==> src/rtl/param_fwft_fifo.sv <==
// param_fwft_fifo: single-clock first-word-fall-through FIFO.
// depth = 2**DEPTH_WIDTH entries of DATA_WIDTH bits. All status outputs come
// from registered state, so a full FIFO never accepts a write in the same
// cycle as a read.
// Optional build macro PARAM_FWFT_FIFO_ERRFLAG_EN adds sticky overflow and
// underflow outputs that record dropped writes and dropped reads.
//
// Handshake: a write is accepted on a rising edge when wrreq=1 and wrfull=0.
// A read is accepted on a rising edge when rdreq=1 and rdempty=0. Requests
// that are not accepted are dropped and change nothing. q always shows the
// head entry while rdempty=0, and shows zero while rdempty=1.
module param_fwft_fifo #(
   parameter int unsigned DATA_WIDTH   = 256,
   parameter int unsigned DEPTH_WIDTH  = 4,
   parameter int unsigned AFULL_LEVEL  = 2**DEPTH_WIDTH - 1,
   parameter int unsigned AEMPTY_LEVEL = 1
) (
   input  logic                   clk,
   input  logic                   nRst,
   input  logic                   flush,
   input  logic [DATA_WIDTH-1:0]  data,
   input  logic                   wrreq,
   output logic                   wrfull,
   output logic                   walmostfull,
   input  logic                   rdreq,
   output logic [DATA_WIDTH-1:0]  q,
   output logic                   rdempty,
   output logic                   ralmostempty,
   output logic [DEPTH_WIDTH:0]   level
`ifdef PARAM_FWFT_FIFO_ERRFLAG_EN
   ,
   output logic                   overflow,
   output logic                   underflow
`endif
);

   localparam int unsigned DEPTH = 2**DEPTH_WIDTH;
   localparam logic [DEPTH_WIDTH:0] DEPTH_L  = (DEPTH_WIDTH+1)'(DEPTH);
   localparam logic [DEPTH_WIDTH:0] AFULL_L  = (DEPTH_WIDTH+1)'(AFULL_LEVEL);
   localparam logic [DEPTH_WIDTH:0] AEMPTY_L = (DEPTH_WIDTH+1)'(AEMPTY_LEVEL);

   // Storage is never cleared; level and pointers alone define validity.
   logic [DATA_WIDTH-1:0]  mem [DEPTH];

   logic [DEPTH_WIDTH-1:0] wr_ptr_q, wr_ptr_d;
   logic [DEPTH_WIDTH-1:0] rd_ptr_q, rd_ptr_d;
   logic [DEPTH_WIDTH:0]   level_q,  level_d;
   logic                   wr_en;
   logic                   rd_en;
   logic                   mem_we;

   // Status flags decoded from the registered level only.
   always_comb begin
      wrfull       = (level_q == DEPTH_L);
      rdempty      = (level_q == '0);
      walmostfull  = (level_q >= AFULL_L);
      ralmostempty = (level_q <= AEMPTY_L);
      level        = level_q;
      wr_en        = wrreq & ~wrfull;
      rd_en        = rdreq & ~rdempty;
      mem_we       = wr_en & nRst & ~flush;
      q            = rdempty ? '0 : mem[rd_ptr_q];
   end

   // Next-state for pointers and level; reset beats flush beats requests.
   always_comb begin
      wr_ptr_d = wr_ptr_q;
      rd_ptr_d = rd_ptr_q;
      level_d  = level_q;
      if (!nRst || flush) begin
         wr_ptr_d = '0;
         rd_ptr_d = '0;
         level_d  = '0;
      end else begin
         if (wr_en) wr_ptr_d = wr_ptr_q + 1'b1;
         if (rd_en) rd_ptr_d = rd_ptr_q + 1'b1;
         case ({wr_en, rd_en})
            2'b10:   level_d = level_q + 1'b1;
            2'b01:   level_d = level_q - 1'b1;
            default: level_d = level_q;
         endcase
      end
   end

   // Pointer and level registers.
   always_ff @(posedge clk) begin
      wr_ptr_q <= wr_ptr_d;
      rd_ptr_q <= rd_ptr_d;
      level_q  <= level_d;
   end

   // Array write at the write pointer for each accepted write.
   always_ff @(posedge clk) begin
      if (mem_we) mem[wr_ptr_q] <= data;
   end

`ifdef PARAM_FWFT_FIFO_ERRFLAG_EN
   logic overflow_q,  overflow_d;
   logic underflow_q, underflow_d;

   // Sticky error flags: set by dropped requests, cleared by reset or flush.
   always_comb begin
      overflow_d  = overflow_q;
      underflow_d = underflow_q;
      if (!nRst || flush) begin
         overflow_d  = 1'b0;
         underflow_d = 1'b0;
      end else begin
         if (wrreq && wrfull)  overflow_d  = 1'b1;
         if (rdreq && rdempty) underflow_d = 1'b1;
      end
   end

   // Error flag registers.
   always_ff @(posedge clk) begin
      overflow_q  <= overflow_d;
      underflow_q <= underflow_d;
   end

   assign overflow  = overflow_q;
   assign underflow = underflow_q;
`endif

endmodule

==> config.mk <==
export PLATFORM = sky130hd
export DESIGN_NAME = param_fwft_fifo
export DESIGN_NICKNAME = d
export VERILOG_FILES = /design/src/rtl/param_fwft_fifo.sv
export SDC_FILE = /design/constraint.sdc
export NUM_CORES = 2
export LEC_CHECK = 0
export CORE_MARGIN = 4
export CORE_UTILIZATION = 52
export CTS_BUF_LIST = sky130_fd_sc_hd__clkbuf_4
export CTS_CLUSTER_SIZE = 14
export DETAILED_ROUTE_END_ITERATION = 16
export MAX_ROUTING_LAYER = met4
export PLACE_DENSITY = 0.73
export REMOVE_ABC_BUFFERS = 1
export SYNTH_ARGS = -nofsm -noshare
export SYNTH_HDL_FRONTEND = slang
export SYNTH_SLANG_ARGS = --single-unit
==> constraint.sdc <==
create_clock -name clk -period 21.4 [get_ports clk]
set_clock_uncertainty 0.15 [all_clocks]
set_input_delay 6.42 -clock clk [delete_from_list [all_inputs] [get_ports clk]]
set_output_delay 6.42 -clock clk [all_outputs]
set_load 0.1 [all_outputs]
After elaboration in Yosys (flattened, before gate mapping)
Memory sizes are Yosys's and may differ from the RTL's. A register that Yosys moved wholly into a read port is not among the register bits.
Cells that the tools add are included.

storage, ports and cells
  memories kept = 1
  bits in writable memories = 4096
  logic and storage cells = 30
  bits of input ports = 261
  bits in registers = 13

memories
  name  depth  bits a word  read ports  clocked after memory_dff  wr ports  line  RTL
  mem   16     256          1           1                         1         43    logic [DATA_WIDTH-1:0] mem [DEPTH];

operators by class
  multiplexer cells = 6
  reduce and logical (&&, ||, !) cells = 4
  bitwise operators = 7
  magnitude comparators = 2
  equal/unequal tests = 3
  $add $sub $neg = 4

operators with widths
  operator                                                                             count
  256-bit two-way mux                                                                  1
  5-bit case mux with 2 select lines                                                   1
  4-bit by 1-bit adder with 4-bit output, second input constant                        2
  4-bit two-way mux                                                                    2
  5-bit by 1-bit adder with 5-bit output, second input constant                        1
  5-bit equality test, second input constant                                           1
  5-bit by 4-bit greater-or-equal comparator with 1-bit output, second input constant  1
  5-bit by 1-bit less-or-equal comparator with 1-bit output, second input constant     1
  5-bit logical NOT                                                                    1
  5-bit by 1-bit subtractor with 5-bit output, second input constant                   1
  1-bit bitwise AND                                                                    4
  1-bit NOT                                                                            3
  2-bit by 1-bit equality test with 1-bit output, second input constant                1
  2-bit equality test, second input constant                                           1
  1-bit two-way mux                                                                    2
  2-bit nonzero test                                                                   1
  1-bit logical NOT                                                                    1
  1-bit logical OR                                                                     1

Depth between registers and ports, before layout
  word-level depth = 7
  gate-level depth with buffers = 12

Least setup slack after synthesis
No wires, ideal clock.

  path type = input port to flip-flop
  from = in flush
  to = mem mem[0][0], enable pin
  setup slack = 2.773 ns
  arrival time = 17.599 ns
  stages on the path = 3
  setup time = 0.878 ns
  buffers on the path = 0
  cells stage by stage = nand2b_1 -> or3_1 -> nor2_1

between the ends
  word-level cells in the longest chain between the ends = 4

ends and longest elaborated chain
  what                                     line  RTL
  start, declared                          20    input logic flush,
  1-bit NOT                                61    mem_we = wr_en & nRst & ~flush;
  1-bit bitwise AND                        61
  1-bit two-way mux                        94    if (mem_we) mem[wr_ptr_q] <= data;
  1-bit two-way mux (not written as such)  94
  end, declared                            43

Every way passes these cells.

==> out/qor.txt <==
outcome: completed
register area share after synthesis: 0.784
CP max stage delay: 1.29 ns
Skew-Pair Late Insertion Delay: 1.60 ns
largest net degree at the start of global routing: 187
area leader, netlist: edfxtp_1
final hold violations: 0
count of input and output buffers: 525
Global Route Usage Sum: 0.238
HP Class: register to register
CP Max Fanout: 147
PD cells: 92.8 nW/µm²
CTS tree: built
antenna-violating nets left: 0
full die area: 311000 µm²
Synth Area in Adders: 0.000875
final wirelength: 353000 µm
Rows: 201
Avg Vias per Cell: 6.07
startpoint types: register
DRC: 0
vias in the first global route: 81400
Slew HR: 0.134
share of cells above drive strength 1: 0.318
CP delay by family, top: buffers and inverters
most common cell in the netlist: edfxtp_1
post-DR wirelength/cell: 27.9 µm
Yosys top cell area share: 0.782
Pleak: 54.4 nW
RSZ-0062 raised after global routing: false
post-synthesis xor/xnor area fraction: 0.000445
Setup Crit Path Kind: register to primary output
main flop type after synthesis: edfxtp_1
largest family of logic cells by synthesized area: multiplexers
first-pass GRT wire length: 525000 µm
First-pass DRT Iterations: 5
Synth cell types: 38
multiplexer area fraction after synthesis: 0.163
PostCTS Resize Cnt: 0
Final Cycle Share: 0.661
peak supply drop: 61.3 µV
syn avg cell area: 23.6 µm²
CP cell instances: buf_12 > buf_4 > buf_4 > mux4_2 > mux2i_1 > a211oi_1 > clkdlybuf4s50_1
Worst Setup End Kind: primary output
Most Frequent Cell on Critical Path: buf_4
Ys Warns: 0
Worst-path clk slew: 0.07 ns
Period minus WS final: 14.14 ns
DR iter-0 viols: 8408
max cap viols: 0
ranking of synthesized cells by area: edfxtp_1 (78%), mux4_2 (15%), a211oi_1 (2.4%), mux2i_1 (1.6%), nor2b_1 (1.0%)
post-layout net count: 8293
core area: 301000 µm²
CTS Root Cell: clkbuf_4
total CTS buffers: 1102
Max stage delay cell, worst path: clkdlybuf4s50_1
HPWL Detailed: 175000 µm
simple-gate area share of the yosys netlist: 0.0122
pin slew with the least headroom to its limit: 1.30 ns
post-synthesis compound-gate area fraction: 0.0249
Vias: 76900
die width: 558 µm
Post-Syn Instances: 6668
Layout Area Growth over Synthesis: 14.1%
die height: 558 µm
Hold Buf Count CTS: 0
Max clock buf depth: 5
Slew Limit Fails: 0
antenna violations before repair: 74
Core Util, Final: 0.597
Final Power: 16.6 mW
arrival time at the worst endpoint: 7.57 ns
Worst Path Required: 14.83 ns
Initial Util: 0.523
Post-synth ARST share: 0
fmax: 70.7 MHz
Post-synth EDFFs: 4096
total number of H-tree levels: 7
IO Count: 526
postcts setup bufs: 0
Sink Count: 4113
Final Setup Violations: 0
WP buf/inv: 4
gp weighted congestion: 0.744
# fillers: 20900
remaining global-route overflow: 0
Seq cells post-synth: 4113
most instantiated cells after synthesis: edfxtp_1 (4096), mux4_2 (1024), a211oi_1 (512), nor2b_1 (258), mux2i_1 (256)
Mapped Area: 157000 µm²
through the flow:
stage / setup TNS [ns] / hold slack [ns] / instance area, µm² / setup slack [ns] / instances
floorplan: -5771.68 / 0.326 / 155000 / -22.83 / 6264
global placement: 0 / 0.345 / 167000 / 8.86 / 10900
detailed placement: 0 / 0.350 / 167000 / 8.86 / 10900
CTS: 0 / 0.344 / 179000 / 6.91 / 12600
global route: 0 / 0.383 / 179000 / 6.77 / 12700
finish: 0 / 0.348 / 179000 / 7.26 / 12700
routing by layer:
layer  routed length (µm)  track usage  part of all wire
met5                    0            -                 0
met4                 6290       0.0718             0.018
met3                33600       0.0677             0.095
met2               172000        0.356              0.49
met1               141000        0.323              0.40
sequential cells by signal, summed over array words and instances, names as in the netlist, named ones only:
signal,count
mem,4096
level,5
wr_ptr_q,4
rd_ptr_q,4
worst reg2reg max path, cell delays in order (launching register included):
cell and delay (ns):
dfxtp_1 0.53, inv_1 0.12, ha_1 0.23, nand4bb_1 0.18, nand3_1 0.40, nor2_4 0.98
buf_4 0.99, buf_4 0.71, buf_4 0.86
logic make-up after synthesis:
| kind of cell | count (synthesis) |
|---|---|
| simple gates | 321 |
| buf+inv | 412 |
| fa+ha+maj | 11 |
| compound gates | 523 |
| flops | 4113 |
| mux | 1280 |
| xor+xnor | 8 |
worst paths after layout:
check / start / cells past startpoint / slack [ns] / to
max: register / 7 / 7.26 / q[211]
min: rd_ptr_q[1]$_SDFFE_PP0P_ / 2 / 0.35 / register
max reg2reg: level[0]$_SDFFE_PP0P_ / 8 / 15.72 / mem[3][213]$_DFFE_PP_
min reg2reg: rd_ptr_q[1]$_SDFFE_PP0P_ / 2 / 0.35 / register
layout by cell type, fill, tap and decap left out, types with 3 or more instances in the layout:
cell,count
clkinv_1,154
xnor2_1,3
nor2_1,14
inv_2,21
ha_1,11
bufinv_16,11
xor2_1,5
buf_12,28
clkinvlp_4,4
nor2b_1,258
dfxtp_1,13
nand2b_1,3
buf_4,100
dfxtp_4,4
diode_2,66
a21oi_1,6
a211oi_1,512
mux4_2,1024
nor2_4,16
and3_1,4
clkinv_2,17
clkdlybuf4s50_1,525
nand2_1,10
clkbuf_4,1519
mux2i_1,256
inv_1,7
nand3_1,4
edfxtp_1,4096
power by group:
part	switching, mW	total, mW	leakage, nW	internal, mW
clock network	2.97	6.34	7.55	3.37
logic	1.06	1.41	9.83	0.345
registers	0.00922	8.89	37.0	8.88
total	4.04	16.6	54.4	12.6
area by class of cell:
class                      count  area (µm²)  share of cell area
tap                         3958        4950              0.0276
multi-input combinational   2143       31800               0.177
antenna                       66         165            0.000921
clock buffer                1519       11400              0.0636
inverter                       8        37.5            0.000209
timing repair buffer         653        6570              0.0366
sequential                  4113      123000               0.688
clock inverter               210        1130             0.00629
(Power assumes the default switching activity.)
